### src/rtl/hazard_pkg.sv
// Shared types and next-state rules for the hazard alarm controller.
package hazard_pkg;

  typedef enum logic [1:0] {
    SAFE  = 2'b00,
    WARN  = 2'b01,
    ALARM = 2'b10,
    ACKED = 2'b11
  } state_t;

  typedef enum logic [1:0] {
    NONE   = 2'b00,
    GREEN  = 2'b01,
    YELLOW = 2'b10,
    RED    = 2'b11
  } level_t;

  // Highest classification wins; all-zero means the classifier has faulted.
  function automatic level_t encode_level(input logic red, input logic yellow, input logic green);
    if (red)         return RED;
    else if (yellow) return YELLOW;
    else if (green)  return GREEN;
    else             return NONE;
  endfunction

  // Acknowledge beats any same-cycle level change; ALARM is latched otherwise.
  // NONE is treated as WARN so a faulted classifier never reads as safe.
  function automatic state_t next_state(input state_t cur, input logic valid,
                                        input level_t lvl, input logic ack);
    state_t nxt;
    nxt = cur;
    if (cur == ALARM) begin
      if (ack) nxt = ACKED;
    end else if (valid) begin
      case (lvl)
        RED:     nxt = (cur == ACKED) ? ACKED : ALARM;
        GREEN:   nxt = SAFE;
        default: nxt = WARN;
      endcase
    end
    return nxt;
  endfunction

endpackage

### src/rtl/hazard_alarm_ctrl_qualifier.sv
// Input synchroniser and run-length qualifier for the classifier lines.
module hazard_qualifier
  import hazard_pkg::*;
#(
  parameter int QUAL_CYCLES = 8
) (
  input  logic   clk,
  input  logic   rst,
  input  logic   red,
  input  logic   yellow,
  input  logic   green,
  output level_t qual_level,
  output logic   qual_valid
);

  localparam int CW = $clog2(QUAL_CYCLES + 1);
  localparam logic [CW-1:0] QMAX = CW'(QUAL_CYCLES);

  logic          sync_red, sync_yellow, sync_green;
  level_t        enc_level, cand, cand_nxt;
  logic [CW-1:0] count, count_nxt;

  // Single register stage absorbs propagation glitches from the gate-level classifier.
  always_ff @(posedge clk or posedge rst) begin
    if (rst) begin
      sync_red    <= 1'b0;
      sync_yellow <= 1'b0;
      sync_green  <= 1'b0;
    end else begin
      sync_red    <= red;
      sync_yellow <= yellow;
      sync_green  <= green;
    end
  end

  assign enc_level = encode_level(sync_red, sync_yellow, sync_green);

  // A change of level restarts the run; an unchanged level counts up and saturates.
  always_comb begin
    cand_nxt  = cand;
    count_nxt = count;
    if (enc_level != cand) begin
      cand_nxt  = enc_level;
      count_nxt = CW'(1);
    end else if (count != QMAX) begin
      count_nxt = count + CW'(1);
    end
  end

  // Qualified level only moves once a candidate has held for the full run.
  always_ff @(posedge clk or posedge rst) begin
    if (rst) begin
      cand       <= NONE;
      count      <= '0;
      qual_level <= NONE;
      qual_valid <= 1'b0;
    end else begin
      cand  <= cand_nxt;
      count <= count_nxt;
      if (count_nxt == QMAX) begin
        qual_level <= cand_nxt;
        qual_valid <= 1'b1;
      end
    end
  end

endmodule

### src/rtl/hazard_alarm_ctrl.sv
// Latching hazard alarm FSM with LED/buzzer drive and red blink.
//
//   state | meaning
//   SAFE  | qualified green; green LED once a level has been qualified
//   WARN  | qualified yellow or classifier fault (no line asserted)
//   ALARM | red latched; red LED blinks, buzzer on until acknowledged
//   ACKED | operator acknowledged; red LED steady, buzzer off
module hazard_alarm_ctrl
  import hazard_pkg::*;
#(
  parameter int QUAL_CYCLES = 8,
  parameter int BLINK_HALF  = 4
) (
  input  logic       clk,
  input  logic       rst,
  input  logic       Ired,
  input  logic       Iyellow,
  input  logic       Igreen,
  input  logic       Iack,
  output logic       Lred,
  output logic       Lyellow,
  output logic       Lgreen,
  output logic       Obuzzer,
  output logic [1:0] Ostate
);

  localparam int BW = (BLINK_HALF > 1) ? $clog2(BLINK_HALF) : 1;
  localparam logic [BW-1:0] BMAX = BW'(BLINK_HALF - 1);

  level_t        qual_level;
  logic          qual_valid;
  state_t        state, state_nxt;
  logic [BW-1:0] blink_cnt;

  hazard_qualifier #(.QUAL_CYCLES(QUAL_CYCLES)) u_qual (
    .clk        (clk),
    .rst        (rst),
    .red        (Ired),
    .yellow     (Iyellow),
    .green      (Igreen),
    .qual_level (qual_level),
    .qual_valid (qual_valid)
  );

  assign state_nxt = next_state(state, qual_valid, qual_level, Iack);
  assign Ostate    = state;

  // Outputs are registered from the next state so they change on the same edge as Ostate.
  always_ff @(posedge clk or posedge rst) begin
    if (rst) begin
      state     <= SAFE;
      blink_cnt <= '0;
      Lred      <= 1'b0;
      Lyellow   <= 1'b0;
      Lgreen    <= 1'b0;
      Obuzzer   <= 1'b0;
    end else begin
      state     <= state_nxt;
      blink_cnt <= '0;
      Lred      <= 1'b0;
      Lyellow   <= 1'b0;
      Lgreen    <= 1'b0;
      Obuzzer   <= 1'b0;
      case (state_nxt)
        SAFE:  Lgreen  <= qual_valid;
        WARN:  Lyellow <= 1'b1;
        ALARM: begin
          Obuzzer <= 1'b1;
          if (state != ALARM) begin
            Lred <= 1'b1;
          end else if (blink_cnt == BMAX) begin
            Lred <= ~Lred;
          end else begin
            Lred      <= Lred;
            blink_cnt <= blink_cnt + BW'(1);
          end
        end
        ACKED: Lred <= 1'b1;
        default: ;
      endcase
    end
  end

endmodule
### config.mk
export PLATFORM = sky130hd
export DESIGN_NAME = hazard_alarm_ctrl
export DESIGN_NICKNAME = d
export VERILOG_FILES = /design/src/rtl/hazard_pkg.sv /design/src/rtl/hazard_alarm_ctrl_qualifier.sv /design/src/rtl/hazard_alarm_ctrl.sv
export SDC_FILE = /design/constraint.sdc
export NUM_CORES = 1
export LEC_CHECK = 0
export ABC_AREA = 1
export CAP_MARGIN = 20
export CORE_AREA = 3 3 44 54
export DETAILED_ROUTE_END_ITERATION = 16
export DIE_AREA = 0 0 47 57
export PLACE_DENSITY = 0.81
export SYNTH_ARGS = -nofsm -noshare
export SYNTH_HDL_FRONTEND = slang
export SYNTH_HIERARCHICAL = 1
export SYNTH_SLANG_ARGS = --single-unit
### constraint.sdc
create_clock -name clk -period 1.5 [get_ports clk]
set_input_delay 0.3 -clock clk [delete_from_list [all_inputs] [get_ports clk]]
set_output_delay 0.3 -clock clk [all_outputs]
set_load 0.01 [all_outputs]
==> run metrics, run 1 <==
Peak VDD IR 0.729 mV; critical path class reg -> reg; die area 2680 um^2; Max stage delay on crit path 450 ps; worst-path cell chain ha_2, or2_1, nand3_2, nand2_2, nor2_4, nand2_2, nand2_1, nand2_1; CP Capture Type flip-flop; global-route wire length before repair 3.02 mm; hpwl dp 1.21 mm; Switching Share 0.309; grt ovf 0; Die Wd 47 um; Clk Latency, worst-skew pair 300 ps; largest family of logic cells by synthesized area simple AND/OR/NAND/NOR gates; combinational share of power 0.255; Syn Area/Cell 9.28 um^2; Critical Path Fanout Max 5; Highest Signal Layer met4; post-place instance area 1070 um^2; outcome finished, final reports clean; vias 654; LEAKAGE 0.000596 uW; reg2reg end u_qual/qual_level[0]; Hold WC Path Type in -> async; Crit. Startpoint u_qual/count[0]; Initial DRC Count 6; post-synthesis xor/xnor area fraction 0.0174; final setup violation count 0; Critical Path Source Type flip-flop; slowest stage cell, crit path dfrtp_2; Synth Net Count 110; clock-pin slew on the worst setup and hold paths 100 ps; met1 WL 614 um; Final Hold Fails 0; Worst-Margin Slew 445 ps; Slew Limit Fails 0; Synth area leader dfrtp_1; clock tree root buffer cell clkbuf_4; largest net degree at the start of global routing 13; wire per inst 11.2 um; Crit path required time 1690 ps; Synth Area in Simple Gates 0.323; power share of the clock group 0.201; mux cell area share after synthesis 0; GRT Resource Usage Total 0.155; Yosys warning total 6; Place WS 62.1 ps; # clock sinks 20; sequential share of power 0.545; CTS tree yes; met2 WL 818 um; Initial Util 0.501; FF+latch area 502 um^2; synthesized area 937 um^2; post-route design area 1110 um^2; IO Pins 12; Max Cap Viol 0; Syn Inst Count 101; Overall Power 1200 uW; fillcell total 167; max_slew headroom 0.703; CTS Buffer Depth 2; ant diodes 0; Period minus WS final 1400 ps; hold_buf cts 0; worst r2r src u_qual/count[0]; final core occ 0.594; Fmax 0.713 GHz; Critical Path Sink u_qual/qual_level[0]; Core Region 1870 um^2; CTS Buf Count 3; First-pass DRT Iterations 4; PD cells 1080 nW/um^2; ANT nets after route 0; Seq cells post-synth 20; RePlAce Congestion 0.792; RSZ-0062 raised after global routing yes; Area Growth Syn to Fin 18.7%; Final nets 128; metal3 WL 50 um; reg2reg path depth 8; Placement Rows 17; die height 57 um; setup ws final 97.7 ps; final setup TNS 0 ps; compound-cell area share of the yosys netlist 0.00534; switching pwr 372 uW; ratio of cells with drive above 1 in the final layout 0.231; Yosys cell types 17; H-tree depth 1; I/O Buffers 11; Area contributors post-synth dfrtp_1 53%, nand2_1 7.2%, inv_1 6.4%; initial antenna violation count 0; DR DRC count 0; Synth Area in Adders 0.0401; total wire length 1.53 mm; Worst Clk Skew 8.80 ps; final cycle utilization of the critical path 0.935; Arr. time, crit path 1590 ps; top cell type's share of synthesized area 0.534; vias in the first global route 730; Seq/Total Area, Yosys 0.534; r2r setup slk 100 ps; area occupied by multi-input gates 364 um^2; P_int 832 uW; vias per cell 4.81
## kinds of logic (layout without fill, tap and decap cells)
family,count (synthesis),after routing
and+or+nand+nor,56,56
DFF,20,20
buffers and inverters,20,36
adders and majority gates,3,3
AOI/OAI and AO/OA,1,1
xor gates and xnor gates,1,1
## worst max-delay path: cells and delay by family, from the launching register on
kind                     cells  cell delay [ps]
adder cells (fa/ha/maj)      1              190
flip-flops                   1              450
AND/OR/NAND/NOR              7              650
## how the worst min path moves through the flow
stage            startpoint           end  slack, ps
6_report                rst  blink_cnt[0]        260
2_1_floorplan           rst        Lgreen        120
3_5_place_dp   blink_cnt[0]  blink_cnt[0]        430
5_1_grt                 rst  blink_cnt[1]        280
4_1_cts                 rst  blink_cnt[0]        270
3_3_place_gp   blink_cnt[0]  blink_cnt[0]        420
## metal layers
layer	vias up	track usage
met5	-	0
met2	12	0.249
met4	0	0.0830
li1	336	-
met1	301	0.190
met3	5	0.0284
## what timing repair did
action	4_1_cts	5_1_grt
pin swaps	0	1
endpoints found under the setup margin	4	4
hold endpoints to repair	0	0
gates resized for setup	4	4
setup buffers	2	0
## registers in the layout, summed over array words and instances, names as in the netlist
name                cells
u_qual/cand             2
Obuzzer                 1
Ostate                  2
u_qual/count            4
blink_cnt               2
Lgreen                  1
u_qual/sync_green       1
u_qual/qual_valid       1
u_qual/sync_red         1
Lred                    1
u_qual/qual_level       2
Lyellow                 1
u_qual/sync_yellow      1
## synth_stat cells
cell / count
nor2_2: 1
nor3b_1: 1
a21oi_1: 1
inv_1: 16
nand2_2: 9
nor2_1: 12
nand2_1: 18
nor2_4: 2
nand3_1: 8
or2_1: 1
xor2_2: 1
dfrtp_1: 20
nand3_2: 1
nand4_1: 1
inv_2: 4
ha_1: 3
nand3_4: 2
## final cells by class
cell class,count,share of cell area
flip-flops and latches,20,0.451
multi-input cells,61,0.327
repair buffers,13,0.112
inverters,20,0.0675
well taps,19,0.0214
clock buffers,3,0.0202
## cell usage in the layout, fill, tap and decap left out
master           instances
a21oi_1                  1
nor2_4                   2
ha_2                     1
nand3_1                  8
dfrtp_2                  1
xor2_2                   1
clkbuf_4                 3
nor2_2                   1
buf_4                    2
dlymetal6s2s_1           2
dfrtp_1                 19
ha_1                     2
nand2_1                 18
inv_1                   16
nand2_2                  9
nor2_1                  12
clkdlybuf4s50_1          5
dlygate4sd2_1            4
inv_2                    4
nor3b_1                  1
nand3_4                  2
nand3_2                  1
nand4_1                  1
or2_1                    1
## power by group through the flow
stage	sequential (uW)	combinational (uW)	clock [uW]
2_1_floorplan	680	175	0
3_3_place_gp	670	290	0
3_5_place_dp	678	299	0
4_1_cts	656	311	257
5_1_grt	667	348	281
6_report	656	307	242
## metrics by stage
stage / hold slack, ps / std cells
2_1_floorplan: 116 / 101
3_3_place_gp: 420 / 131
3_5_place_dp: 431 / 131
4_1_cts: 266 / 136
5_1_grt: 282 / 136
6_report: 264 / 136
No activity file was read; power rests on OpenSTA's default activity.
==> run 2, diff against run 1 <==
- SLEW_MARGIN: default -> 20
==> results of run 2 <==
Final layout, timing and power as in run 1 (identical DEF).
